`src/rtl/simple_merger_if.sv`:
```
// Handshake bundle between four source channels, the merger and its downstream sink.
interface simple_merger_if #(
  parameter int DATA_WIDTH = 32
);
    logic [DATA_WIDTH-1:0] din0;
    logic [DATA_WIDTH-1:0] din1;
    logic [DATA_WIDTH-1:0] din2;
    logic [DATA_WIDTH-1:0] din3;
    logic [3:0]            din_en;
    logic [3:0]            din_ready;
    logic [DATA_WIDTH-1:0] dout;
    logic [1:0]            dout_addr;
    logic                  dout_valid;
    logic                  dout_ready;

    modport slave (
        input  din0, din1, din2, din3, din_en, dout_ready,
        output din_ready, dout, dout_addr, dout_valid
    );

    modport master (
        output din0, din1, din2, din3, din_en, dout_ready,
        input  din_ready, dout, dout_addr, dout_valid
    );
endinterface

```
`src/rtl/simple_merger.sv`:
```
// Four-way round-robin merger with one registered output stage; each word is
// tagged with the index of the source it came from.
module simple_merger_lane #(
    parameter int IDX = 0
) (
    input  logic       load_en,
    input  logic       hit,
    input  logic [1:0] win,
    output logic       ready
);
    assign ready = load_en && hit && (win == 2'(IDX));
endmodule

module simple_merger #(
    parameter int DATA_WIDTH = 32
) (
    input  logic             clk,
    input  logic             reset,
    simple_merger_if.slave   bus
);
    localparam int NUM_LANES = 4;

    typedef struct packed {
        logic [DATA_WIDTH-1:0] data;
        logic [1:0]            addr;
    } word_t;

    logic [NUM_LANES-1:0][DATA_WIDTH-1:0] din_vec;
    logic [NUM_LANES-1:0]                 ready_vec;
    word_t                                out_q;
    logic                                 out_vld;
    logic [1:0]                           ptr;
    logic                                 load_en;
    logic                                 lane_en;
    logic                                 hit;
    logic [1:0]                           win;

    assign din_vec = {bus.din3, bus.din2, bus.din1, bus.din0};
    assign load_en = !out_vld || bus.dout_ready;
    // No grants while reset is held, even though the register reads empty.
    assign lane_en = load_en && !reset;

    // Rotating search from ptr; the 2-bit add wraps naturally mod 4.
    always_comb begin
        hit = 1'b0;
        win = ptr;
        for (int k = 0; k < NUM_LANES; k++) begin
            if (!hit && bus.din_en[ptr + 2'(k)]) begin
                hit = 1'b1;
                win = ptr + 2'(k);
            end
        end
    end

    for (genvar i = 0; i < NUM_LANES; i++) begin : g_lane
        simple_merger_lane #(.IDX(i)) u_lane (
            .load_en (lane_en),
            .hit     (hit),
            .win     (win),
            .ready   (ready_vec[i])
        );
    end

    always_ff @(posedge clk or posedge reset) begin
        if (reset) begin
            out_q   <= '0;
            out_vld <= 1'b0;
            ptr     <= 2'd0;
        end else if (load_en) begin
            if (hit) begin
                out_q.data <= din_vec[win];
                out_q.addr <= win;
                out_vld    <= 1'b1;
                ptr        <= win + 2'd1;
            end else begin
                out_vld    <= 1'b0;
            end
        end
    end

    assign bus.din_ready  = ready_vec;
    assign bus.dout       = out_q.data;
    assign bus.dout_addr  = out_q.addr;
    assign bus.dout_valid = out_vld;
endmodule
```
`src/flat_wrapper.sv`:
```
// flat-port wrapper written by rule: the top's interface ports become plain ports
module simple_merger_flat 
#(
    parameter int DATA_WIDTH = 32
)
  (clk, reset, bus_din0, bus_din1, bus_din2, bus_din3, bus_din_en, bus_dout_ready, bus_din_ready, bus_dout, bus_dout_addr, bus_dout_valid);
  simple_merger_if #(.DATA_WIDTH(DATA_WIDTH)) bus_i ();
  input  logic clk;
  input  logic reset;
  input wire logic [$bits(bus_i.din0)-1:0] bus_din0;
  input wire logic [$bits(bus_i.din1)-1:0] bus_din1;
  input wire logic [$bits(bus_i.din2)-1:0] bus_din2;
  input wire logic [$bits(bus_i.din3)-1:0] bus_din3;
  input wire logic [$bits(bus_i.din_en)-1:0] bus_din_en;
  input wire logic [$bits(bus_i.dout_ready)-1:0] bus_dout_ready;
  output wire logic [$bits(bus_i.din_ready)-1:0] bus_din_ready;
  output wire logic [$bits(bus_i.dout)-1:0] bus_dout;
  output wire logic [$bits(bus_i.dout_addr)-1:0] bus_dout_addr;
  output wire logic [$bits(bus_i.dout_valid)-1:0] bus_dout_valid;
  assign bus_i.din0 = bus_din0;
  assign bus_i.din1 = bus_din1;
  assign bus_i.din2 = bus_din2;
  assign bus_i.din3 = bus_din3;
  assign bus_i.din_en = bus_din_en;
  assign bus_i.dout_ready = bus_dout_ready;
  assign bus_din_ready = bus_i.din_ready;
  assign bus_dout = bus_i.dout;
  assign bus_dout_addr = bus_i.dout_addr;
  assign bus_dout_valid = bus_i.dout_valid;
  simple_merger #(.DATA_WIDTH(DATA_WIDTH)) u_core (.clk(clk), .reset(reset), .bus(bus_i));
endmodule
```
`config.mk`:
```
export PLATFORM = sky130hd
export DESIGN_NAME = simple_merger_flat
export DESIGN_NICKNAME = d
export VERILOG_FILES = /design/src/rtl/simple_merger_if.sv /design/src/rtl/simple_merger.sv /design/src/flat_wrapper.sv
export SDC_FILE = /design/constraint.sdc
export NUM_CORES = 1
export LEC_CHECK = 0
export ABC_AREA = 1
export CAP_MARGIN = 20
export CORE_AREA = 5 5 136 112
export DETAILED_ROUTE_END_ITERATION = 8
export DIE_AREA = 0 0 141 117
export SYNTH_ARGS = -nofsm -noshare
export SYNTH_HDL_FRONTEND = slang
export SYNTH_SLANG_ARGS = --single-unit
export TNS_END_PERCENT = 50
```
`constraint.sdc`:
```
create_clock -name clk -period 3.41 [get_ports clk]
set_input_delay 0.8525 -clock clk [delete_from_list [all_inputs] [get_ports clk]]
set_output_delay 0.8525 -clock clk [all_outputs]
set_load 0.005 [all_outputs]
```
* Word level (Yosys, flattened, before mapping) *
Cells that the tools add are included.

cells by class
  order comparisons = 5
  add/subtract/negate cells = 4
  mux-type cells = 18
  eq/ne operators = 3
  reduce and logical (&&, ||, !) cells = 17

operators with widths
  cell                   count
  $bmux W32 S2           1
  $mux W32               1
  $lt A2 B3 Y1 const B   5
  $logic_and A1 B1 Y1    9
  $mux W1                9
  $bmux W1 S2            4
  $mux W2                3
  $logic_not A1 Y1       5
  $add A2 B1 Y2 const B  2
  $add A2 B2 Y2 const B  2
  $eq A2 B2 Y1 const B   2
  $eq A2 B1 Y1 const B   1
  $logic_not A2 Y1       1
  $reduce_and A2 Y1      1
  $logic_or A1 B1 Y1     1

storage, ports and cells
  input bits = 135
  register bits = 37

* Depth between registers and ports, before layout *
  word-level depth = 14
  gate-level depth with buffers = 18

* Hierarchy *
A second synthesis with hierarchy kept.

second synthesis, totals
  cell total of the unflattened synthesis = 528
  area total of the unflattened synthesis = 3,030.4 um2

by module, submodules not included
  module                                            times used  cells an instance  area each (um2)  sequential area each (um2)
  simple_merger                                     1           512                2,962.8          925.9
  simple_merger_lane (u_core.g_lane[1].u_lane ...)  2           4                  17.5             0.0
  simple_merger_lane (u_core.g_lane[0].u_lane)      1           5                  21.3             0.0
  simple_merger_lane (u_core.g_lane[3].u_lane)      1           3                  11.3             0.0

* Least setup slack after synthesis *
No wires, ideal clock.

  path type = input to output
  start = in reset
  end = out bus_din_ready[1]
  setup slack = 0.349 ns
  required time = 2.558 ns
  arrival time = 2.209 ns
  stages = 4
  buffers on the path = 1
  path through = inv_1 -> nand2_1 -> nor3_1 -> buf_4

on the way
  longest elaborated chain between the ends = 4

RTL lines
  item                               line                 text
  start, declared                    flat_wrapper.sv:9    input logic reset;
  $logic_not A1 Y1                   simple_merger.sv:41  assign lane_en = load_en && !reset;
  $logic_and A1 B1 Y1                simple_merger.sv:41
  $logic_and A1 B1 Y1 (2 in series)  simple_merger.sv:11  assign ready = load_en && hit && (win == 2'(IDX));
  end, declared                      flat_wrapper.sv:16   output wire logic [$bits(bus_i.din_ready)-1:0] bus_din_ready;

No other way between the ends.

* Worst setup path after layout *
  start = reg u_core.ptr[1]
  end = out bus_din_ready[3]

on the way
  longest elaborated chain between the ends = 14

RTL lines
  item                                                    line                 text
  start, declared                                         simple_merger.sv:32  logic [1:0] ptr;
  start signal, assigned                                  simple_merger.sv:74  ptr <= win + 2'd1;
  branches (longest 13 deep; another with $add A2 B1 Y2)  -
  $logic_and A1 B1 Y1 *                                   simple_merger.sv:11

Mark *: on every way between the ends. The select of a mux whose other input is x is not followed.

==> flow_metrics.tcl <==
set metrics [dict create \
    outcome "complete, no violations" \
    highest_layer "met4" \
    synth_area_per_cell_um2 5.855 \
    area_growth_syn_to_layout_pct 62.51 \
    maximum_clock_insertion_buffer_count 2 \
    clk_pin_slew_worst_paths_ns 0.06 \
    route.vias.total 4137 \
    port_buffers 173 \
    startpoint_type "flip-flop" \
    cp.arrival_ns 2.30 \
    power_per_cell_area_nw_per_um2 1074 \
    setup.worst_path.end_class "output pin" \
    route.detailed.drc 0 \
    min_period_over_period_pct 92.53 \
    vdd_drop_max_v 0.0007994 \
    post_synth_instance_area_um2 3361 \
    clk-insertion-delay-late_ns 0.28 \
    number_of_pins_exceeding_their_max_slew_limit_in_the_final_report 0 \
    cts_tree "done" \
    cp_max_fo 9 \
    final-hold-violation-count 0 \
    design.portCount 174 \
    tightestPinTransition_ns 0.7847 \
    drt_pre_antenna_iters 4 \
    yosys.cell_count.top_type "sky130_fd_sc_hd__nand2_1" \
    skew_ns 0.007959 \
    antenna_violating_nets_post_route 0 \
    numCtsBuffers 5 \
    layout.cell_area.non_filler_um2 5461 \
    antennaDiodeCount 0 \
    achievable-frequency_ghz 0.3169 \
    first_global_vias 3923 \
    globalplace.congestion 0.8592 \
    h-tree-depth 2 \
    fillerInstances 1546 \
    yosys_warnings 0 \
    synthDominantCellAreaShare_pct 34.29 \
    synth_ff_type "sky130_fd_sc_hd__dfrtp_1" \
    yosysUniqueCellTypes 23 \
    wl_per_cell_um 14.08 \
    placeableCoreArea_um2 13860 \
    synth_edf_count 0 \
    share_of_flip_flops_with_an_asynchronous_set_or_reset_pct 100.0 \
    met3RoutedLength_um 1071 \
    synth_top_area_cell "sky130_fd_sc_hd__nand2_1" \
    area_of_the_die_um2 16500 \
    rsz0062_at_grt "no" \
    row_count 39 \
    cap_violations 0 \
    p_seq_share_pct 13.8 \
    clock_power_share_pct 7.9 \
    grt_pass1_wl_um 20550 \
    synth_seq_cells 37 \
    chipWidth_um 141 \
    detail_route.iter0.violations 169 \
    initial_utilization_pct 24.25 \
    dp.final_hpwl_um 9178 \
    number_of_antenna_violations_at_the_first_check_in_global_routing 0 \
    internal_power_mw 2.765 \
    leading_post_synthesis_cells_by_cell_area "sky130_fd_sc_hd__nand2_1 34%, sky130_fd_sc_hd__dfrtp_1 28%, sky130_fd_sc_hd__nand3_1 20%, sky130_fd_sc_hd__buf_2 3.0%, sky130_fd_sc_hd__nand3_2 3.0%" \
    post_detailed_routing_wire_length_um 12880 \
    detail_route.wirelength.met1_um 6303 \
    worstPathRequired_ns 2.56 \
    route.detailed.vias_per_inst 4.521 \
    clock_sink_count 37 \
    postSynthNetCount 709 \
    leakage_nw 2.798 \
    timing.max_slew.rel_slack_pct 47.69 \
    ys_top_cells_by_count "307 x sky130_fd_sc_hd__nand2_1, 136 x sky130_fd_sc_hd__nand3_1, 37 x sky130_fd_sc_hd__dfrtp_1, 20 x sky130_fd_sc_hd__buf_2" \
    switching_power_mw 3.103 \
    fin_crit_ns 3.155 \
    post_dp_cell_area_um2 5234 \
    p_sw_share_pct 52.88 \
    globalRoute.totalOverflow 0 \
    die_y_um 117 \
    globalRouteTotalUtil_pct 15.20 \
    synth_cells 574 \
    power_frac_comb_pct 78.3 \
    finish.net_count 866 \
    hold_path.class "reg2reg" \
    worstSetupPathType "reg2out" \
    setup_viol_count_final 0 \
    grt_max_degree 65 \
    drive_gt1_share_pct 9.986 \
    layout_setup_ws_ns 0.2546 \
    synth-seq-area-share_pct 27.55 \
    wl_met2_um 5493 \
    placement.setup.worst_slack_ns -0.3235 \
    cts_root_buffer "sky130_fd_sc_hd__clkbuf_16" \
]
==> registers in the layout (all words and copies together) (netlist names) <==
| name | flops |
|---|---|
| u_core.bus.dout_valid | 1 |
| u_core.bus.dout | 32 |
| u_core.ptr | 2 |
| u_core.bus.dout_addr | 2 |
==> power groups by stage <==
stage / clock (mW) / combinational (mW) / sequential, mW
after floorplan: 0 / 3.11 / 0.809
after global placement: 0 / 4.54 / 0.810
after detailed placement: 0 / 4.56 / 0.814
after CTS: 0.490 / 4.62 / 0.809
after global routing: 0.502 / 5.29 / 0.840
final: 0.464 / 4.60 / 0.809
==> critical path: stages (launching register included) <==
cell and delay [ns]:
sky130_fd_sc_hd__dfrtp_1 0.56, sky130_fd_sc_hd__inv_2 0.18, sky130_fd_sc_hd__nand2_1 0.12, sky130_fd_sc_hd__nand2_2 0.10
sky130_fd_sc_hd__nand2_1 0.12, sky130_fd_sc_hd__nand2_4 0.09, sky130_fd_sc_hd__buf_4 0.14, sky130_fd_sc_hd__nand3_1 0.05
sky130_fd_sc_hd__nand2_1 0.06, sky130_fd_sc_hd__nand2_2 0.07, sky130_fd_sc_hd__nand2_2 0.07, sky130_fd_sc_hd__inv_2 0.09
sky130_fd_sc_hd__nand2_2 0.07, sky130_fd_sc_hd__nor2_2 0.07, sky130_fd_sc_hd__dlygate4sd2_1 0.23
==> cell families (layout without fill, tap and decap cells) <==
group | Yosys count | in the layout | share of synthesized area, %
AOI/OAI and AO/OA | 4 | 4 | 1.005
buffers and inverters | 58 | 215 | 9.568
DFF | 37 | 37 | 27.55
and+or+nand+nor | 475 | 475 | 61.88
==> layout by cell type, fill, tap and decap left out, types with 2 or more instances in the layout <==
cell and count:
sky130_fd_sc_hd__buf_4 20, sky130_fd_sc_hd__nand4_4 2, sky130_fd_sc_hd__nand3_2 12, sky130_fd_sc_hd__dlygate4sd2_1 2, sky130_fd_sc_hd__nand2_4 4, sky130_fd_sc_hd__nand2_2 15, sky130_fd_sc_hd__nor2_1 5, sky130_fd_sc_hd__inv_1 7
sky130_fd_sc_hd__nand2_1 298, sky130_fd_sc_hd__inv_2 6, sky130_fd_sc_hd__dfrtp_1 37, sky130_fd_sc_hd__nor2_2 2, sky130_fd_sc_hd__clkbuf_16 5, sky130_fd_sc_hd__clkdlybuf4s50_1 165, sky130_fd_sc_hd__nand3_1 133, sky130_fd_sc_hd__dlymetal6s2s_1 4
sky130_fd_sc_hd__buf_12 2
==> final timing paths <==
check | start | to | slack, ns | depth (start not counted)
worst max register to register | u_core.ptr[1] | u_core.bus.dout[1] | 0.68 | 16
max in group asynchronous | reset | u_core.bus.dout[23] | 1.97 | 3
worst max-delay path | u_core.ptr[1] | bus_din_ready[3] | 0.25 | 14
worst min-delay path | u_core.bus.dout[6] | u_core.bus.dout[6] | 0.48 | 2
worst min register to register | u_core.bus.dout[6] | u_core.bus.dout[6] | 0.48 | 2
min in group asynchronous | reset | u_core.bus.dout[12] | 1.07 | 3
==> stage by stage <==
| step | TNS, ns | instances | power, mW | hold WS [ns] | util [%] |
|---|---|---|---|---|---|
| 6_report | 0 | 915 | 5.868 | 0.4784 | 39.41 |
| 5_1_grt | 0 | 915 | 6.630 | 0.5022 | 39.41 |
| 4_1_cts | 0 | 915 | 5.918 | 0.4819 | 38.99 |
| 3_5_place_dp | -1.177 | 906 | 5.378 | 0.4642 | 37.77 |
| 3_3_place_gp | -1.064 | 906 | 5.347 | 0.4611 | 37.77 |
| 2_1_floorplan | 0 | 574 | 3.917 | 0.4724 | - |
==> what timing repair did <==
action / 4_1_cts / 5_1_grt
buffers inserted: 2 / 0
pin swaps: 2 / 6
resized for setup: 13 / 19
setup endpoints to repair: 4 / 4
hold buffers: 0 / 0
==> per-layer routing <==
| metal | vias to the layer above | GRT usage (%) |
|---|---|---|
| li1 | 2138 | - |
| met4 | 0 | 1.356 |
| met2 | 142 | 24.20 |
| met1 | 1855 | 21.78 |
| met5 | - | 0 |
| met3 | 2 | 3.777 |
==> area by class of cell <==
cell class | instances | area [um^2] | area share, %
clock buffer | 7 | 142.6 | 2.612
inverter | 13 | 48.80 | 0.8935
multi-input combinational | 479 | 2190 | 40.09
sequential | 37 | 925.9 | 16.95
tap | 184 | 230.2 | 4.215
timing repair buffer | 195 | 1924 | 35.23
(Power assumes the default switching activity.)
